===== src/rtl/fetch_pkg.sv =====
// Shared types and constants for the instruction-fetch queue.
//   fetch_slot_t  : one ring entry {pc, instr, filled, fault}
//   ILEN / PC_W   : instruction and stored-address widths
//   MISALIGN_MASK : address bits that must be zero for a legal fetch
//   ptr_width()   : ring pointer width (index bits plus one wrap bit)
package fetch_pkg;

  localparam int unsigned ILEN = 32;
  localparam int unsigned PC_W = 32;
  localparam logic [1:0] MISALIGN_MASK = 2'b11;

  typedef struct packed {
    logic [PC_W-1:0] pc;
    logic [ILEN-1:0] instr;
    logic            filled;
    logic            fault;
  } fetch_slot_t;

  function automatic int unsigned ptr_width(input int unsigned depth);
    return $clog2(depth) + 1;
  endfunction

endpackage


===== src/rtl/fetch_slot_ring.sv =====
// In-order slot ring for the fetch queue.
//   push/push_slot   : reserve the tail slot
//   fill_en/fill_data: complete the oldest unfilled slot with memory data
//   pop              : retire the head slot
//   clear            : drop every slot (pipeline flush)
//   head_slot/head_valid : head entry and whether it is occupied
//   occupancy        : reserved slot count; unfilled: reserved slots awaiting data
module fetch_slot_ring
  import fetch_pkg::*;
#(
  parameter int unsigned DEPTH = 4,
  localparam int unsigned PTR_W = ptr_width(DEPTH)
) (
  input  logic              clk,
  input  logic              a_reset_n,
  input  logic              clear,
  input  logic              push,
  input  fetch_slot_t       push_slot,
  input  logic              fill_en,
  input  logic [ILEN-1:0]   fill_data,
  input  logic              pop,
  output fetch_slot_t       head_slot,
  output logic              head_valid,
  output logic [PTR_W-1:0]  occupancy,
  output logic [PTR_W-1:0]  unfilled
);

  localparam int unsigned IDX_W = PTR_W - 1;

  fetch_slot_t      slots [DEPTH];
  logic [DEPTH-1:0] slot_valid;
  logic [PTR_W-1:0] head, tail, fill;
  logic [PTR_W-1:0] tail_next, fill_next;
  logic [IDX_W-1:0] head_idx, tail_idx, fill_idx;
  logic             scanning;
  logic             scan_filled;

  assign head_idx   = head[IDX_W-1:0];
  assign tail_idx   = tail[IDX_W-1:0];
  assign fill_idx   = fill[IDX_W-1:0];
  assign occupancy  = tail - head;
  assign head_slot  = slots[head_idx];
  assign head_valid = slot_valid[head_idx];

  always_comb begin
    unfilled = '0;
    for (int unsigned i = 0; i < DEPTH; i++) begin
      if (slot_valid[IDX_W'(i)] && !slots[IDX_W'(i)].filled)
        unfilled = unfilled + PTR_W'(1);
    end
  end

  // The fill pointer always rests on the oldest unfilled slot, or on tail.
  // After a fill (or a fault push at the resting point) it walks forward over
  // fault slots, which are born filled; a push landing in this same cycle is
  // seen through push_slot since the array is not yet updated.
  always_comb begin
    tail_next   = push ? tail + PTR_W'(1) : tail;
    fill_next   = fill_en ? fill + PTR_W'(1) : fill;
    scanning    = 1'b1;
    scan_filled = 1'b0;
    for (int unsigned i = 0; i < DEPTH; i++) begin
      if (scanning) begin
        scan_filled = (push && fill_next == tail) ? push_slot.filled
                                                  : slots[fill_next[IDX_W-1:0]].filled;
        if (fill_next == tail_next) scanning = 1'b0;
        else if (scan_filled)       fill_next = fill_next + PTR_W'(1);
        else                        scanning = 1'b0;
      end
    end
  end

  always_ff @(posedge clk) begin
    if (!a_reset_n || clear) begin
      head       <= '0;
      tail       <= '0;
      fill       <= '0;
      slot_valid <= '0;
      for (int unsigned i = 0; i < DEPTH; i++) slots[IDX_W'(i)] <= '0;
    end else begin
      if (push) begin
        slots[tail_idx]      <= push_slot;
        slot_valid[tail_idx] <= 1'b1;
        tail                 <= tail_next;
      end
      if (fill_en) begin
        slots[fill_idx].instr  <= fill_data;
        slots[fill_idx].filled <= 1'b1;
      end
      if (pop) begin
        slot_valid[head_idx] <= 1'b0;
        head                 <= head + PTR_W'(1);
      end
      fill <= fill_next;
    end
  end

endmodule


===== src/rtl/fetch_queue.sv =====
// Instruction-fetch stage between the PC block and decode.
//   cmd_*      : fetch address handshake from the PC
//   imem_req_* : read requests to instruction memory
//   imem_rsp_* : in-order read data, one beat per accepted request
//   flush      : drop all slots; in-flight responses are discarded on arrival
//   dec_*      : head instruction {instr, pc, fault} to decode
module fetch_queue
  import fetch_pkg::*;
#(
  parameter int unsigned DEPTH  = 4,
  parameter int unsigned ADDR_W = 32,
  parameter int unsigned DATA_W = 32
) (
  input  logic              clk,
  input  logic              a_reset_n,
  input  logic [ADDR_W-1:0] cmd_address,
  input  logic              cmd_valid,
  output logic              cmd_ready,
  output logic              imem_req_valid,
  input  logic              imem_req_ready,
  output logic [ADDR_W-1:0] imem_req_addr,
  input  logic              imem_rsp_valid,
  input  logic [DATA_W-1:0] imem_rsp_data,
  input  logic              flush,
  output logic              dec_valid,
  input  logic              dec_ready,
  output logic [DATA_W-1:0] dec_instr,
  output logic [ADDR_W-1:0] dec_pc,
  output logic              dec_fault
);

  localparam int unsigned PTR_W = ptr_width(DEPTH);
  localparam int unsigned CW    = PTR_W + 1;
  localparam logic [CW-1:0] DEPTH_LIM = CW'(DEPTH);

  logic             misaligned, credit, accept, rsp_fill, pop, head_valid;
  logic [PTR_W-1:0] occupancy, unfilled, drop_cnt;
  logic [CW-1:0]    committed;
  fetch_slot_t      push_slot, head_slot;

  assign misaligned = |(cmd_address[1:0] & MISALIGN_MASK);

  // Slots in use plus responses still owed to flushed slots bound new requests.
  assign committed = {1'b0, occupancy} + {1'b0, drop_cnt};
  assign credit    = committed < DEPTH_LIM;

  assign cmd_ready      = a_reset_n && credit && !flush && (misaligned || imem_req_ready);
  assign imem_req_valid = a_reset_n && cmd_valid && credit && !flush && !misaligned;
  assign imem_req_addr  = a_reset_n ? cmd_address : '0;
  assign accept         = cmd_valid && cmd_ready;

  always_comb begin
    push_slot        = '0;
    push_slot.pc     = PC_W'(cmd_address);
    push_slot.filled = misaligned;
    push_slot.fault  = misaligned;
  end

  assign rsp_fill  = imem_rsp_valid && !flush && drop_cnt == '0 && unfilled != '0;
  assign dec_valid = a_reset_n && head_valid && head_slot.filled && !flush;
  assign pop       = dec_valid && dec_ready;
  assign dec_instr = (a_reset_n && !head_slot.fault) ? DATA_W'(head_slot.instr) : '0;
  assign dec_pc    = a_reset_n ? ADDR_W'(head_slot.pc) : '0;
  assign dec_fault = a_reset_n && head_slot.fault;

  fetch_slot_ring #(.DEPTH(DEPTH)) u_ring (
    .clk        (clk),
    .a_reset_n  (a_reset_n),
    .clear      (flush),
    .push       (accept),
    .push_slot  (push_slot),
    .fill_en    (rsp_fill),
    .fill_data  (ILEN'(imem_rsp_data)),
    .pop        (pop),
    .head_slot  (head_slot),
    .head_valid (head_valid),
    .occupancy  (occupancy),
    .unfilled   (unfilled)
  );

  // On flush every issued-but-unfilled slot becomes a response to discard;
  // a response arriving in the flush cycle itself is one of those.
  always_ff @(posedge clk) begin
    if (!a_reset_n) begin
      drop_cnt <= '0;
    end else if (flush) begin
      if (imem_rsp_valid && (drop_cnt != '0 || unfilled != '0))
        drop_cnt <= drop_cnt + unfilled - PTR_W'(1);
      else
        drop_cnt <= drop_cnt + unfilled;
    end else if (imem_rsp_valid && drop_cnt != '0) begin
      drop_cnt <= drop_cnt - PTR_W'(1);
    end
  end

  a_rsp_expected: assert property (@(posedge clk) disable iff (!a_reset_n)
    !(imem_rsp_valid && drop_cnt == '0 && unfilled == '0));

endmodule


===== config.mk =====
export PLATFORM = sky130hd
export DESIGN_NAME = fetch_queue
export DESIGN_NICKNAME = d
export VERILOG_FILES = /design/src/rtl/fetch_pkg.sv /design/src/rtl/fetch_slot_ring.sv /design/src/rtl/fetch_queue.sv
export SDC_FILE = /design/constraint.sdc
export NUM_CORES = 1
export LEC_CHECK = 0
export CAP_MARGIN = 10
export CORE_ASPECT_RATIO = 0.75
export CORE_UTILIZATION = 57
export CTS_BUF_LIST = sky130_fd_sc_hd__clkbuf_16
export DETAILED_ROUTE_END_ITERATION = 8
export GPL_TIMING_DRIVEN = 0
export PLACE_DENSITY = 0.87
export SYNTH_ARGS = -nofsm -noshare
export SYNTH_HDL_FRONTEND = slang
export SYNTH_SLANG_ARGS = --single-unit

===== constraint.sdc =====
create_clock -name clk -period 10.1 [get_ports clk]
set_clock_uncertainty 0.05 [all_clocks]
set_input_delay 1.01 -clock clk [delete_from_list [all_inputs] [get_ports clk]]
set_output_delay 1.01 -clock clk [all_outputs]
set_load 0.02 [all_outputs]

### After elaboration in Yosys (flattened, before gate mapping)

Memory sizes are Yosys's and may differ from the RTL's. A register that Yosys moved wholly into a read port is not among the register bits.
Cells that the tools add are included.

| storage, ports and cells | value |
|---|---|
| memories | 1 |
| word-level logic and storage cells | 144 |
| output and inout port bits | 100 |
| bits in writable memories | 264 |
| register bits | 16 |
| bits of input ports | 71 |

Memories:

| memory | words | bits a word | read ports | clocked after Yosys merged registers in | write ports | RTL line | text |
|---|---|---|---|---|---|---|---|
| u_ring.slots | 4 | 66 | 9 | 1 | 4 | fetch_slot_ring.sv:30 | `fetch_slot_t slots [DEPTH];` |

| cells by class | value |
|---|---|
| multiplexer cells | 60 |
| add/subtract/negate cells | 15 |
| magnitude comparators | 5 |
| bitwise gates (word level) | 3 |
| reduce and logical (&&, ||, !) cells | 47 |
| equality and inequality tests | 8 |

Operators by type and width:

| kind | number |
|---|---|
| two-way mux 66 bit | 2 |
| OR reduction 66 bit | 2 |
| two-way mux 32 bit | 3 |
| two-way mux 3 bit | 19 |
| logical AND 1 bit | 29 |
| adder 3 x 1 -> 3 bit (second input constant) | 9 |
| two-way mux 1 bit | 25 |
| == test 3 bit | 8 |
| two-way mux 4 bit | 3 |
| two-way mux 2 bit | 5 |
| logical NOT 1 bit | 8 |
| < comparator 2 x 3 -> 1 bit (second input constant) | 2 |
| nonzero test 3 bit | 2 |
| subtractor 3 x 1 -> 3 bit (second input constant) | 2 |
| adder 3 x 3 -> 4 bit | 1 |
| bitwise AND 4 bit | 1 |
| demux 1 bit (select 2 bit) | 2 |
| greater-or-equal comparator 2 x 1 -> 1 bit (second input constant) | 2 |
| < comparator 4 x 3 -> 1 bit (second input constant) | 1 |
| inverter 4 bit | 1 |
| OR 4 bit | 1 |
| adder 3 bit | 1 |
| logical NOT 3 bit | 1 |
| logical OR 1 bit | 3 |
| other kinds (5) | 5 |

### Depth between registers and ports, before layout

An unclocked memory read counts as a cell.

| depth | value |
|---|---|
| word-level depth | 36 |
| gate-level depth with buffers | 30 |
| gate-level depth less buffers | 28 |

### By module

A second synthesis with hierarchy kept.

| unflattened totals | value |
|---|---|
| cells, all modules | 1179 |
| area, all modules | 15157.0 µm² |

By module, submodules not included:

| module | seq. area each (µm²) | area an instance (µm²) | cells an instance | instances |
|---|---|---|---|---|
| fetch_slot_ring | 8187.9 | 14086.0 | 1017 | 1 |
| fetch_queue | 60.1 | 1071.0 | 162 | 1 |

### Worst setup path after synthesis

OpenSTA, ideal clock, no wires.

| timing path | value |
|---|---|
| kind | reg2reg |
| start | register u_ring.tail[0] |
| end | memory u_ring.slots[1][10] in the netlist's numbering (enable) |
| stages on the path, launching flop included | 17 |
| path slack | 2977 ps |
| library setup time | 375 ps |
| clock period less this slack | 7123 ps |
| arrival time | 6698 ps |
| path buffers | 4 |
| cell sequence | dfxtp_1 -> clkbuf_1 -> inv_1 -> clkbuf_1 -> ha_1 -> inv_1 -> fa_1 -> xor2_1 -> xnor2_1 -> ha_1 -> or3_1 -> nor4_4 -> clkbuf_1 -> clkbuf_1 -> nand2_1 -> o21ai_0 -> or2_2 |

RTL lines:

| element | RTL line | text |
|---|---|---|
| from (decl) | fetch_slot_ring.sv:32 | `logic [PTR_W-1:0] head, tail, fill;` |
| from (signal assigned) | fetch_slot_ring.sv:84 | `tail <= tail_next;` |
| to (decl) | fetch_slot_ring.sv:30 |  |

### Final worst setup path

| timing path | value |
|---|---|
| start | register u_ring.tail[0] |
| end | register u_ring.fill[2] |

| between the ends | value |
|---|---|
| longest elaborated chain between the ends | 29 |
| elaborated cells between the ends (all ways) | 48 |
| those cells by class | 6 x add/sub; 1 x order compare; 8 x eq/ne; 24 x mux; 8 x reduce/logical; 1 x memory |

Ends and longest elaborated chain:

| element | RTL line | text |
|---|---|---|
| parallel branches: the longest is 28 deep, another holds memory (4 x 66 bit) | n/a |  |
| two-way mux 3 bit * | fetch_slot_ring.sv:63 | `if (scanning) begin` |
| to (signal assigned) | fetch_slot_ring.sv:94 | `fill <= fill_next;` |
| to (decl) | fetch_slot_ring.sv:32 |  |

Mark *: on every way between the ends.
A chain may end at the register's enable or synchronous reset.

==> summary.txt <==
Synth
  – Yosys reg bits: 282
  – Net count after synthesis: 1200
  – Syn Inst Count: 1101
  – Mapped cell area: 14700 µm²
  – Ys flop type: edfxtp_1
  – Ys async rst share: 0%
  – Post-Synthesis Mean Instance Area: 13.35 µm²
  – Yosys warns: 0
  – Number of flops mapped to enable cells by yosys: 260
  – Post-synth cell types: 70
  – Share of the yosys chip area belonging to registers: 56.13%

Route
  – M1 WL: 14.50 mm
  – Initial DRC Count: 1070
  – Via count: 9935
  – Routed Antenna Nets: 0
  – Vias/cell: 5.978
  – Drt total wl: 36.22 mm
  – Post-route DRC: 0
  – Pre-Repair DR Iteration Count: 6
  – Routed wl met2: 17.61 mm
  – DR WL/cell: 21.79 µm
  – Highest routed layer: met4
  – Met3 WL post-DR: 3.133 mm

Place
  – PortBufs: 169
  – Placer's final routability congestion estimate: 0.9446
  – Placed inst area: 16920 µm²
  – DP HPWL: 24.70 mm
  – Pre-CTS WS: 1758 ps

Timing
  – Final worst slack: 1392 ps
  – Setup_tns: 0 ps
  – Actual slew at the worst max-slew pin: 1002 ps
  – Final Hold Fails: 0
  – Final Critical Period: 8708 ps
  – Pins Over Slew Limit: 0
  – Final period util: 86.22%
  – Slew HR: 32.14%
  – Endpoints failing setup: 0
  – RSZ-0062 raised after global routing: no
  – Fmax: 114.8 MHz

Clock network
  – Maximum root-to-sink buffer count: 3
  – Post-CTS Hold Fix Bufs: 0
  – Clk Latency, worst-skew pair: 550 ps
  – CTS buffer count: 28
  – H-tree levels: 1
  – Root Buffer: clkbuf_16
  – CTS tree: yes
  – Sinks on Clock Net: 282
  – Post-CTS setup buffers: 0
  – Clk pin slew, worst setup/hold paths: 60 ps
  – Gates resized, CTS repair: 0

Power and ir drop
  – Power Internal: 0.002024 W
  – Sw Share: 23.05%
  – P_leak: 6.883 nW
  – Pwr per Cell Area: 147.6 nW/µm²
  – Worst VDD drop: 0.1250 mV
  – Logic pwr share: 10.1%
  – Sw power: 0.0006061 W
  – Clock power share: 38.8%
  – Reg power frac: 51.2%

Cells and area
  – Util after Layout: 70.84%
  – Final instance area: 17810 µm²
  – Share of cells above drive strength 1: 11.35%
  – Synth-to-Final Area Change: 21.23%
  – Most common cell after layout, fill and taps aside: and2_1
  – Commonest cells after routing, fill and taps aside: and2_1 (261), edfxtp_1 (260), clkdlybuf4s50_1 (169)
  – Fin nets: 1402

Global routing
  – Initial antenna violation count: 2
  – Largest net degree at the start of global routing: 34
  – First-pass GRT wire length: 56.39 mm
  – Global Route Usage Sum: 27.67%
  – Vias in the first global route: 10080
  – GR Overflow Total: 0

Floorplan
  – Height of the die: 141.1 µm
  – Ports: 171
  – Initial Util: 58.43%
  – Die ar.: 26430 µm²
  – Die width: 187.4 µm
  – # rows: 50
  – Core area: 25150 µm²

Setup path
  – Setup crit start kind: register
  – Setup CP Type: reg2reg
  – Crit path DAT: 9120 ps
  – Crit path required time: 10520 ps
  – Worst stage delay on the critical path: 590 ps
  – Slowest stage cell, crit path: mux4_2
  – Reg2Reg Setup Slack: 1390 ps
  – Crit. End Element: register
  – Critical Path Fanout Max: 12

Hold path
  – Min-Delay Path Class: reg2reg

Job
  – Max-Cap Viols: 0

Run status
  – Status: finished clean
## flip-flops by register name, summed over array words and instances (netlist names), named ones only
name and flops:
u_ring.head 3, u_ring.tail 3, drop_cnt 3, u_ring.slot_valid 4, u_ring.slots 264, u_ring.fill 3
## path summary, 6_finish.rpt
path                                           start                    to  cells past startpoint
worst max-delay path                  u_ring.tail[0]        u_ring.fill[2]                     29
worst min-delay path            u_ring.slot_valid[0]  u_ring.slot_valid[0]                      2
worst max register to register        u_ring.tail[0]        u_ring.fill[2]                     29
worst min register to register  u_ring.slot_valid[0]  u_ring.slot_valid[0]                      2
## cell families after synthesis
family	count (synthesis)	synth area share, %
buf+inv	102	2.733
flops	282	56.13
mux	76	11.12
compound gates	80	4.402
simple gates	497	20.60
fa+ha+maj	28	2.486
xor+xnor	36	2.529
## synthesized netlist by cell type, types with 9 or more instances
cell type  number  area (µm²)
and2_1        261        1633
edfxtp_1      260        7807
and3_1         71       444.2
mux4_2         69        1554
clkbuf_1       60       225.2
nor2b_1        35       219.0
nor2_1         31       116.4
nand2_1        28       105.1
inv_1          27       101.4
ha_1           26       325.3
dfxtp_1        22       440.4
xnor2_1        22       192.7
a21oi_1        16       80.08
o21ai_0        13       65.06
nand3_1        12       60.06
nor4_1         12       75.07
buf_1           9       33.78
xor2_1          9       78.83
## layout make-up
class	instances	area, µm²
clock inverters	21	187.7
inverters	28	105.1
fillers	1639	7335
diodes	2	5.005
multi-input cells	717	6082
flip-flops and latches	282	8248
plain buffers	74	296.5
clock buffers	28	700.7
repair buffers	172	1767
well taps	338	422.9
## routing by layer
metal,GRT usage (%),up-vias
met2,45.08,517
li1,-,4450
met1,38.10,4894
met4,9.671,0
met3,4.556,74
met5,0,-
## worst max-delay path, delay by kind of cell (launching register included)
family                     cells  cell delay (ps)
DFF                            1              330
muxes                          1              590
AOI/OAI and AO/OA              7             1960
adders and majority gates      4             1190
xor gates and xnor gates       5             1380
buffers and inverters          4             1060
and+or+nand+nor                8             2040
## power by group through the flow
stage | clock (W) | sequential [W] | combinational, W
2_1_floorplan | 0 | 0.00136 | 0.000145
3_3_place_gp | 0 | 0.00137 | 0.000249
3_5_place_dp | 0 | 0.00137 | 0.000261
4_1_cts | 0.00102 | 0.00135 | 0.000263
5_1_grt | 0.00106 | 0.00135 | 0.000282
6_report | 0.00102 | 0.00135 | 0.000264
## stage by stage
step / std cells / hold slack, ps / total power, W
final: 1662 / 513.8 / 0.002630
after global routing: 1661 / 524.2 / 0.002696
after CTS: 1660 / 499.5 / 0.002628
after detailed placement: 1611 / 490.3 / 0.001631
after global placement: 1608 / 477.5 / 0.001617
after floorplan: 1101 / 449.0 / 0.001507
No activity file was read; power rests on OpenSTA's default activity.
